===== src/rtl/lsu_pkg.sv =====
// Shared definitions for the load/store unit: funct3 codes, access-size
// encodings, the FSM state type and small alignment helpers.
package lsu_pkg;

   // RISC-V load/store funct3 codes
   localparam logic [2:0] F3_B  = 3'b000;
   localparam logic [2:0] F3_H  = 3'b001;
   localparam logic [2:0] F3_W  = 3'b010;
   localparam logic [2:0] F3_BU = 3'b100;
   localparam logic [2:0] F3_HU = 3'b101;

   // Access size is funct3[1:0]; 2'b11 is treated as a word
   localparam logic [1:0] SZ_B = 2'b00;
   localparam logic [1:0] SZ_H = 2'b01;
   localparam logic [1:0] SZ_W = 2'b10;

   typedef enum logic [1:0] {
      S_IDLE = 2'd0,
      S_WAIT = 2'd1,
      S_DONE = 2'd2
   } lsu_state_e;

   // Byte enables for an access of the given size at byte offset off
   function automatic logic [3:0] lsu_strobe(input logic [1:0] size, input logic [1:0] off);
      logic [3:0] s;
      case (size)
         SZ_B:    s = 4'b0001 << off;
         SZ_H:    s = 4'b0011 << off;
         default: s = 4'b1111;
      endcase
      return s;
   endfunction

   // Halfwords need an even address, words a 4-aligned address
   function automatic logic lsu_misaligned(input logic [1:0] size, input logic [1:0] off);
      logic m;
      case (size)
         SZ_B:    m = 1'b0;
         SZ_H:    m = off[0];
         default: m = (off != 2'b00);
      endcase
      return m;
   endfunction

   // Replicate right-aligned store data across every lane it could land in
   function automatic logic [31:0] lsu_replicate(input logic [1:0] size, input logic [31:0] wdata);
      logic [31:0] r;
      case (size)
         SZ_B:    r = {4{wdata[7:0]}};
         SZ_H:    r = {2{wdata[15:0]}};
         default: r = wdata;
      endcase
      return r;
   endfunction

endpackage


===== src/rtl/lsu_load_align.sv =====
// Load data alignment: picks the addressed byte/halfword lane out of a full
// memory word and sign- or zero-extends it to 32 bits. Purely combinational.
module lsu_load_align
   import lsu_pkg::*;
(
   input  logic [31:0] mem_rdata,
   input  logic [1:0]  off,
   input  logic [1:0]  size,
   input  logic        is_unsigned,
   output logic [31:0] data
);

   logic [7:0]  byte_sel;
   logic [15:0] half_sel;

   // Lane select followed by extension to the full register width
   always_comb begin
      byte_sel = mem_rdata[7:0];
      case (off)
         2'd1:    byte_sel = mem_rdata[15:8];
         2'd2:    byte_sel = mem_rdata[23:16];
         2'd3:    byte_sel = mem_rdata[31:24];
         default: byte_sel = mem_rdata[7:0];
      endcase
      half_sel = off[1] ? mem_rdata[31:16] : mem_rdata[15:0];

      data = mem_rdata;
      case (size)
         SZ_B:    data = is_unsigned ? {24'b0, byte_sel} : {{24{byte_sel[7]}}, byte_sel};
         SZ_H:    data = is_unsigned ? {16'b0, half_sel} : {{16{half_sel[15]}}, half_sel};
         default: data = mem_rdata;
      endcase
   end

endmodule


===== src/rtl/load_store_unit.sv =====
// Load/store unit: accepts MEM-stage requests, drives a word-addressed
// valid/ready data memory port with byte strobes and replicated store data,
// and returns extended load data with a one-cycle done pulse.
// Optional feature macro: LSU_TIMEOUT_EN (adds a WAIT watchdog that
// reports bus_err after TIMEOUT cycles without mem_ready).
module load_store_unit
   import lsu_pkg::*;
#(
   parameter int ADDR_W  = 32,
   parameter int TIMEOUT = 255
) (
   input  logic              clk,
   input  logic              rst_n,
   input  logic              req_valid,
   input  logic              req_store,
   input  logic [2:0]        req_funct3,
   input  logic [ADDR_W-1:0] req_addr,
   input  logic [31:0]       req_wdata,
   output logic              stall,
   output logic              done,
   output logic [31:0]       rdata,
   output logic              misaligned,
   output logic              bus_err,
   output logic              mem_req,
   output logic              mem_we,
   output logic [ADDR_W-3:0] mem_addr,
   output logic [31:0]       mem_wdata,
   output logic [3:0]        mem_wstrb,
   input  logic              mem_ready,
   input  logic [31:0]       mem_rdata
);

   lsu_state_e        state_q, state_d;
   logic              mem_req_q, mem_req_d;
   logic              mem_we_q, mem_we_d;
   logic [ADDR_W-3:0] mem_addr_q, mem_addr_d;
   logic [31:0]       mem_wdata_q, mem_wdata_d;
   logic [3:0]        mem_wstrb_q, mem_wstrb_d;
   logic [2:0]        f3_q, f3_d;
   logic [1:0]        off_q, off_d;
   logic              done_q, done_d;
   logic              misaligned_q, misaligned_d;
   logic              bus_err_q, bus_err_d;
   logic [31:0]       rdata_q, rdata_d;

   logic [1:0]        req_size;
   logic [31:0]       load_data;
   logic              timeout_hit;

   assign req_size = req_funct3[1:0];

   // Extraction works from the registered request so it is stable across WAIT
   lsu_load_align u_load_align (
      .mem_rdata   (mem_rdata),
      .off         (off_q),
      .size        (f3_q[1:0]),
      .is_unsigned (f3_q[2]),
      .data        (load_data)
   );

`ifdef LSU_TIMEOUT_EN
   localparam int CNT_W = ($clog2(TIMEOUT + 1) > 8) ? $clog2(TIMEOUT + 1) : 8;
   localparam logic [CNT_W-1:0] CNT_LAST = CNT_W'(TIMEOUT - 1);

   logic [CNT_W-1:0] cnt_q, cnt_d;

   // Watchdog: cleared while idle (so it starts at zero on WAIT entry), counts WAIT cycles
   always_comb begin
      cnt_d = cnt_q;
      if (state_q == S_IDLE)
         cnt_d = '0;
      else if (state_q == S_WAIT)
         cnt_d = cnt_q + 1'b1;
   end

   // Watchdog counter register
   always_ff @(posedge clk or negedge rst_n) begin
      if (!rst_n) cnt_q <= '0;
      else        cnt_q <= cnt_d;
   end

   // Fires in the last permitted WAIT cycle; mem_ready in that cycle still wins
   assign timeout_hit = (state_q == S_WAIT) && (cnt_q == CNT_LAST);
`else
   // No watchdog: WAIT lasts until mem_ready (TIMEOUT only sizes the optional counter)
   assign timeout_hit = 1'b0 & (TIMEOUT != 0);
`endif

   // Next-state and registered-output computation for the IDLE/WAIT/DONE sequence
   always_comb begin
      state_d      = state_q;
      mem_req_d    = mem_req_q;
      mem_we_d     = mem_we_q;
      mem_addr_d   = mem_addr_q;
      mem_wdata_d  = mem_wdata_q;
      mem_wstrb_d  = mem_wstrb_q;
      f3_d         = f3_q;
      off_d        = off_q;
      done_d       = 1'b0;
      misaligned_d = 1'b0;
      bus_err_d    = 1'b0;
      rdata_d      = '0;

      case (state_q)
         S_IDLE: begin
            if (req_valid) begin
               if (lsu_misaligned(req_size, req_addr[1:0])) begin
                  // Never reaches the bus: report straight away
                  state_d      = S_DONE;
                  done_d       = 1'b1;
                  misaligned_d = 1'b1;
               end else begin
                  state_d     = S_WAIT;
                  mem_req_d   = 1'b1;
                  mem_we_d    = req_store;
                  mem_addr_d  = req_addr[ADDR_W-1:2];
                  mem_wdata_d = lsu_replicate(req_size, req_wdata);
                  mem_wstrb_d = lsu_strobe(req_size, req_addr[1:0]);
                  f3_d        = req_funct3;
                  off_d       = req_addr[1:0];
               end
            end
         end
         S_WAIT: begin
            if (mem_ready) begin
               state_d   = S_DONE;
               done_d    = 1'b1;
               mem_req_d = 1'b0;
               mem_we_d  = 1'b0;
               if (!mem_we_q)
                  rdata_d = load_data;
            end else if (timeout_hit) begin
               state_d   = S_DONE;
               done_d    = 1'b1;
               bus_err_d = 1'b1;
               mem_req_d = 1'b0;
               mem_we_d  = 1'b0;
            end
         end
         S_DONE: begin
            // done is high this cycle; the held request is ignored
            state_d = S_IDLE;
         end
         default: state_d = S_IDLE;
      endcase
   end

   // State and output registers; reset abandons any access in flight
   always_ff @(posedge clk or negedge rst_n) begin
      if (!rst_n) begin
         state_q      <= S_IDLE;
         mem_req_q    <= 1'b0;
         mem_we_q     <= 1'b0;
         mem_addr_q   <= '0;
         mem_wdata_q  <= '0;
         mem_wstrb_q  <= '0;
         f3_q         <= '0;
         off_q        <= '0;
         done_q       <= 1'b0;
         misaligned_q <= 1'b0;
         bus_err_q    <= 1'b0;
         rdata_q      <= '0;
      end else begin
         state_q      <= state_d;
         mem_req_q    <= mem_req_d;
         mem_we_q     <= mem_we_d;
         mem_addr_q   <= mem_addr_d;
         mem_wdata_q  <= mem_wdata_d;
         mem_wstrb_q  <= mem_wstrb_d;
         f3_q         <= f3_d;
         off_q        <= off_d;
         done_q       <= done_d;
         misaligned_q <= misaligned_d;
         bus_err_q    <= bus_err_d;
         rdata_q      <= rdata_d;
      end
   end

   assign stall      = req_valid & ~done_q;
   assign done       = done_q;
   assign rdata      = rdata_q;
   assign misaligned = misaligned_q;
   assign bus_err    = bus_err_q;
   assign mem_req    = mem_req_q;
   assign mem_we     = mem_we_q;
   assign mem_addr   = mem_addr_q;
   assign mem_wdata  = mem_wdata_q;
   assign mem_wstrb  = mem_wstrb_q;

endmodule


===== config.mk =====
export PLATFORM = sky130hd
export DESIGN_NAME = load_store_unit
export DESIGN_NICKNAME = d
export VERILOG_FILES = /design/src/rtl/lsu_pkg.sv /design/src/rtl/lsu_load_align.sv /design/src/rtl/load_store_unit.sv
export SDC_FILE = /design/constraint.sdc
export NUM_CORES = 1
export LEC_CHECK = 0
export CAP_MARGIN = 20
export CORE_AREA = 2 2 111 113
export DETAILED_ROUTE_END_ITERATION = 10
export DIE_AREA = 0 0 113 115
export GPL_TIMING_DRIVEN = 1
export PLACE_DENSITY = 0.79
export SLEW_MARGIN = 10
export SYNTH_ARGS = -nofsm -noshare
export SYNTH_HDL_FRONTEND = slang
export SYNTH_SLANG_ARGS = --single-unit

===== constraint.sdc =====
create_clock -name clk -period 2.4 [get_ports clk]
set_clock_uncertainty 0.15 [all_clocks]
set_input_delay 0.48 -clock clk [delete_from_list [all_inputs] [get_ports clk]]
set_output_delay 0.48 -clock clk [all_outputs]
set_load 0.02 [all_outputs]

==> results.py <==
metrics = {
    "layout": {
        "area_delta_synth_final_pct": 52.7,
        "drive_gt1_share_pct": 9.13,
        "final_cells": 870,
        "fin_nets": 822,
        "num_antenna_cells": 0,
        "utilization_pct": 64.3,
    },
    "clock_network": {
        "clk_latency_ps": 350,
        "cts.clk_slew.worst_paths_ps": 70,
        "cts_tree": "built",
        "cts-root-buf": "clkbuf_16",
        "cts_buffers": 9,
        "clockBufferDepth": 2,
        "cts_max_level": 3,
        "cts_sinks": 109,
    },
    "grt": {
        "track_usage_pct": 24.0,
        "grt_pass1_wl_um": 24500,
        "grt-ovfl-total": 0,
        "first_global_vias": 4796,
        "antenna_found_initial": 0,
        "grt_max_degree": 58,
    },
    "setup_path": {
        "startpoint_type": "input port",
        "crit_required_ps": 2470,
        "slowest_delay_ps": 520,
        "reg2reg_depth": 3,
        "slowest_stage": "mux4_2",
        "cp_cell_sequence": "clkdlybuf4s50_1, mux4_2, and2_4, o31ai_4, buf_12, a21oi_1",
        "worstPathMaxFanout": 15,
        "critPathKind": "in -> reg",
        "critPathCaptureType": "flop",
        "cp.arrival_ps": 2180,
    },
    "floorplan": {
        "dieArea_mm2": 0.0130,
        "die_y_um": 115,
        "top_level_ports": 208,
        "start_util_pct": 42.1,
        "row_count": 40,
        "die_x_um": 113,
        "coreArea_mm2": 0.0118,
    },
    "run_status": {
        "outcome": "complete, but fails checks",
        "violations": "DRC",
    },
    "min_path": {
        "hold_path.class": "reg -> reg",
        "hold_depth": 2,
    },
    "synthesis": {
        "synth_nets": 619,
        "netlist_area_mm2": 0.00497,
        "synth.distinct_cells": 41,
        "synth_edf_count": 0,
        "synth_cells": 515,
        "ys_ff_latch": 109,
        "avgSynthCellArea_um2": 9.66,
        "seq_area_frac_synth_pct": 54.8,
        "ys_async_sr_fraction_pct": 100,
        "yosysWarningCount": 0,
        "ys.flop_type": "dfrtp_1",
    },
    "routing": {
        "drtIter0Drc": 359,
        "dr.pass1.iters": 8,
        "drt-vias-per-instance": 5.29,
        "wl_per_cell_um": 17.5,
        "detail-route-antenna-nets": 0,
        "wirelength_um": 15300,
        "vias": 4598,
        "drc": 17,
    },
    "sta": {
        "whs_ps": 331,
        "grt_setup_unrepaired": "false",
        "worst_pin_slew_ps": 671,
        "drv_slew": 0,
        "clock.fmax_ghz": 0.474,
        "final_hold_viol_count": 0,
        "fin_crit_sh_pct": 87.9,
        "slew_headroom_pct": 55.3,
        "period_minus_slack_ps": 2110,
        "finalSetupViolCount": 0,
    },
    "placement": {
        "placedCellCount": 853,
        "port_buffers": 206,
        "hpwlAfterDp_um": 11300,
        "gp_congestion": 0.833,
    },
    "pwr": {
        "powerDensity_mw_per_mm2": 949,
        "total_power_mw": 7.21,
        "ir_worst_vdd_v": 0.000596,
        "cellLeakagePower_nw": 3.53,
    },
    "job": {
        "maxCapViolations": 0,
    },
}
-- cells in the final DEF (no fill, tap or decap), drive strengths merged, types with 3 or more instances in the layout --
master / synthesis / final
o21ai: 31 / 31
or2: 3 / 3
nand2: 165 / 165
mux2: 3 / 3
clkbuf: 20 / 10
a21oi: 29 / 29
mux4: 8 / 8
nor2: 30 / 30
o211a: 7 / 7
nand2b: 4 / 4
clkdlybuf4s50: 0 / 204
mux2i: 24 / 24
o31ai: 3 / 3
dfrtp: 109 / 109
buf: 18 / 24
inv: 17 / 18
o22ai: 14 / 14
clkinv: 0 / 3
a2111oi: 7 / 7
-- worst max-delay path, delay by kind of cell --
kind,cells,cell delay (ps)
compound gates,2,330
buf+inv,2,670
mux,1,520
simple gates,1,190
-- logic make-up after synthesis --
logic type      after synthesis  synth area share [%]
buf+inv                      55                  4.80
mux                          35                  9.13
compound gates              100                  13.6
other cells                   1                0.0754
xor+xnor                      2                 0.352
simple gates                213                  17.2
flops                       109                  54.8
-- per-stage QoR --
stage          TNS [ps]  instance area (um^2)  setup slack [ps]
6_report              0                  7590               290
2_1_floorplan         0                  4970               437
3_5_place_dp       -693                  7310             -66.0
3_3_place_gp      -5.92                  7310             -4.63
5_1_grt               0                  7590               160
4_1_cts               0                  7590              44.8
-- flip-flops by register name, indices dropped and copies added, names as in the netlist --
register	count
mem_wdata	32
rdata	32
mem_addr	30
mem_wstrb	4
f3_q	3
off_q	2
state_q	2
done	1
mem_req	1
mem_we	1
misaligned	1
-- worst paths after layout --
kind / start / endpoint / slack [ps]
min: mem_wdata[0]$_DFFE_PN0P_ / mem_wdata[0]$_DFFE_PN0P_ / 330
max in group asynchronous: rst_n / rdata[8]$_DFF_PN0_ / 950
min in group asynchronous: rst_n / mem_addr[23]$_DFFE_PN0P_ / 530
max reg2reg: f3_q[1]$_DFFE_PN0P_ / rdata[1]$_DFF_PN0_ / 300
min reg2reg: mem_wdata[0]$_DFFE_PN0P_ / mem_wdata[0]$_DFFE_PN0P_ / 330
max: mem_rdata[31] / rdata[31]$_DFF_PN0_ / 290
-- cells in the mapped netlist (3+ instances only) --
master	count	area share (%)
nand2_1	165	12
dfrtp_1	109	55
o21ai_0	31	3.1
nor2_1	29	2.2
mux2i_1	24	4.8
a21oi_1	22	2.2
clkbuf_1	20	1.5
inv_1	17	1.3
o22ai_1	14	1.8
buf_2	11	1.1
mux4_2	8	3.6
a2111oi_0	7	1.2
a21oi_2	7	1.2
o211a_1	7	1.4
buf_1	4	0.30
nand2b_1	4	0.50
mux2_2	3	0.68
or2_2	3	0.38
-- final cells by class --
cell class	count	area, um^2
tap	147	184
clock buffer	10	229
clock inverter	6	38.8
multi-input combinational	351	2020
timing repair buffer	230	2330
inverter	17	63.8
sequential	109	2730
fill	946	4220
-- power by group --
part / internal, mW / total, mW / switching, mW
Combinational: 1.49 / 3.14 / 1.66
Sequential: 2.34 / 2.68 / 0.341
Clock: 0.703 / 1.38 / 0.682
-- timing repair --
action                     in CTS  in global routing
hold buffers                    1                  0
setup endpoints to repair       0                  1
buffers inserted                0                  0
resized for setup               0                  1
hold endpoints to repair       57                  0
-- layer usage --
metal  GRT usage (%)  wire length [um]  vias to the layer above
li1                -                 -                     2125
met4            9.84               367                        0
met3            8.59              1700                       26
met2            41.8              7590                      259
met1            27.1              5610                     2188
met5               0                 0                        -
No activity file was read; power rests on OpenSTA's default activity.
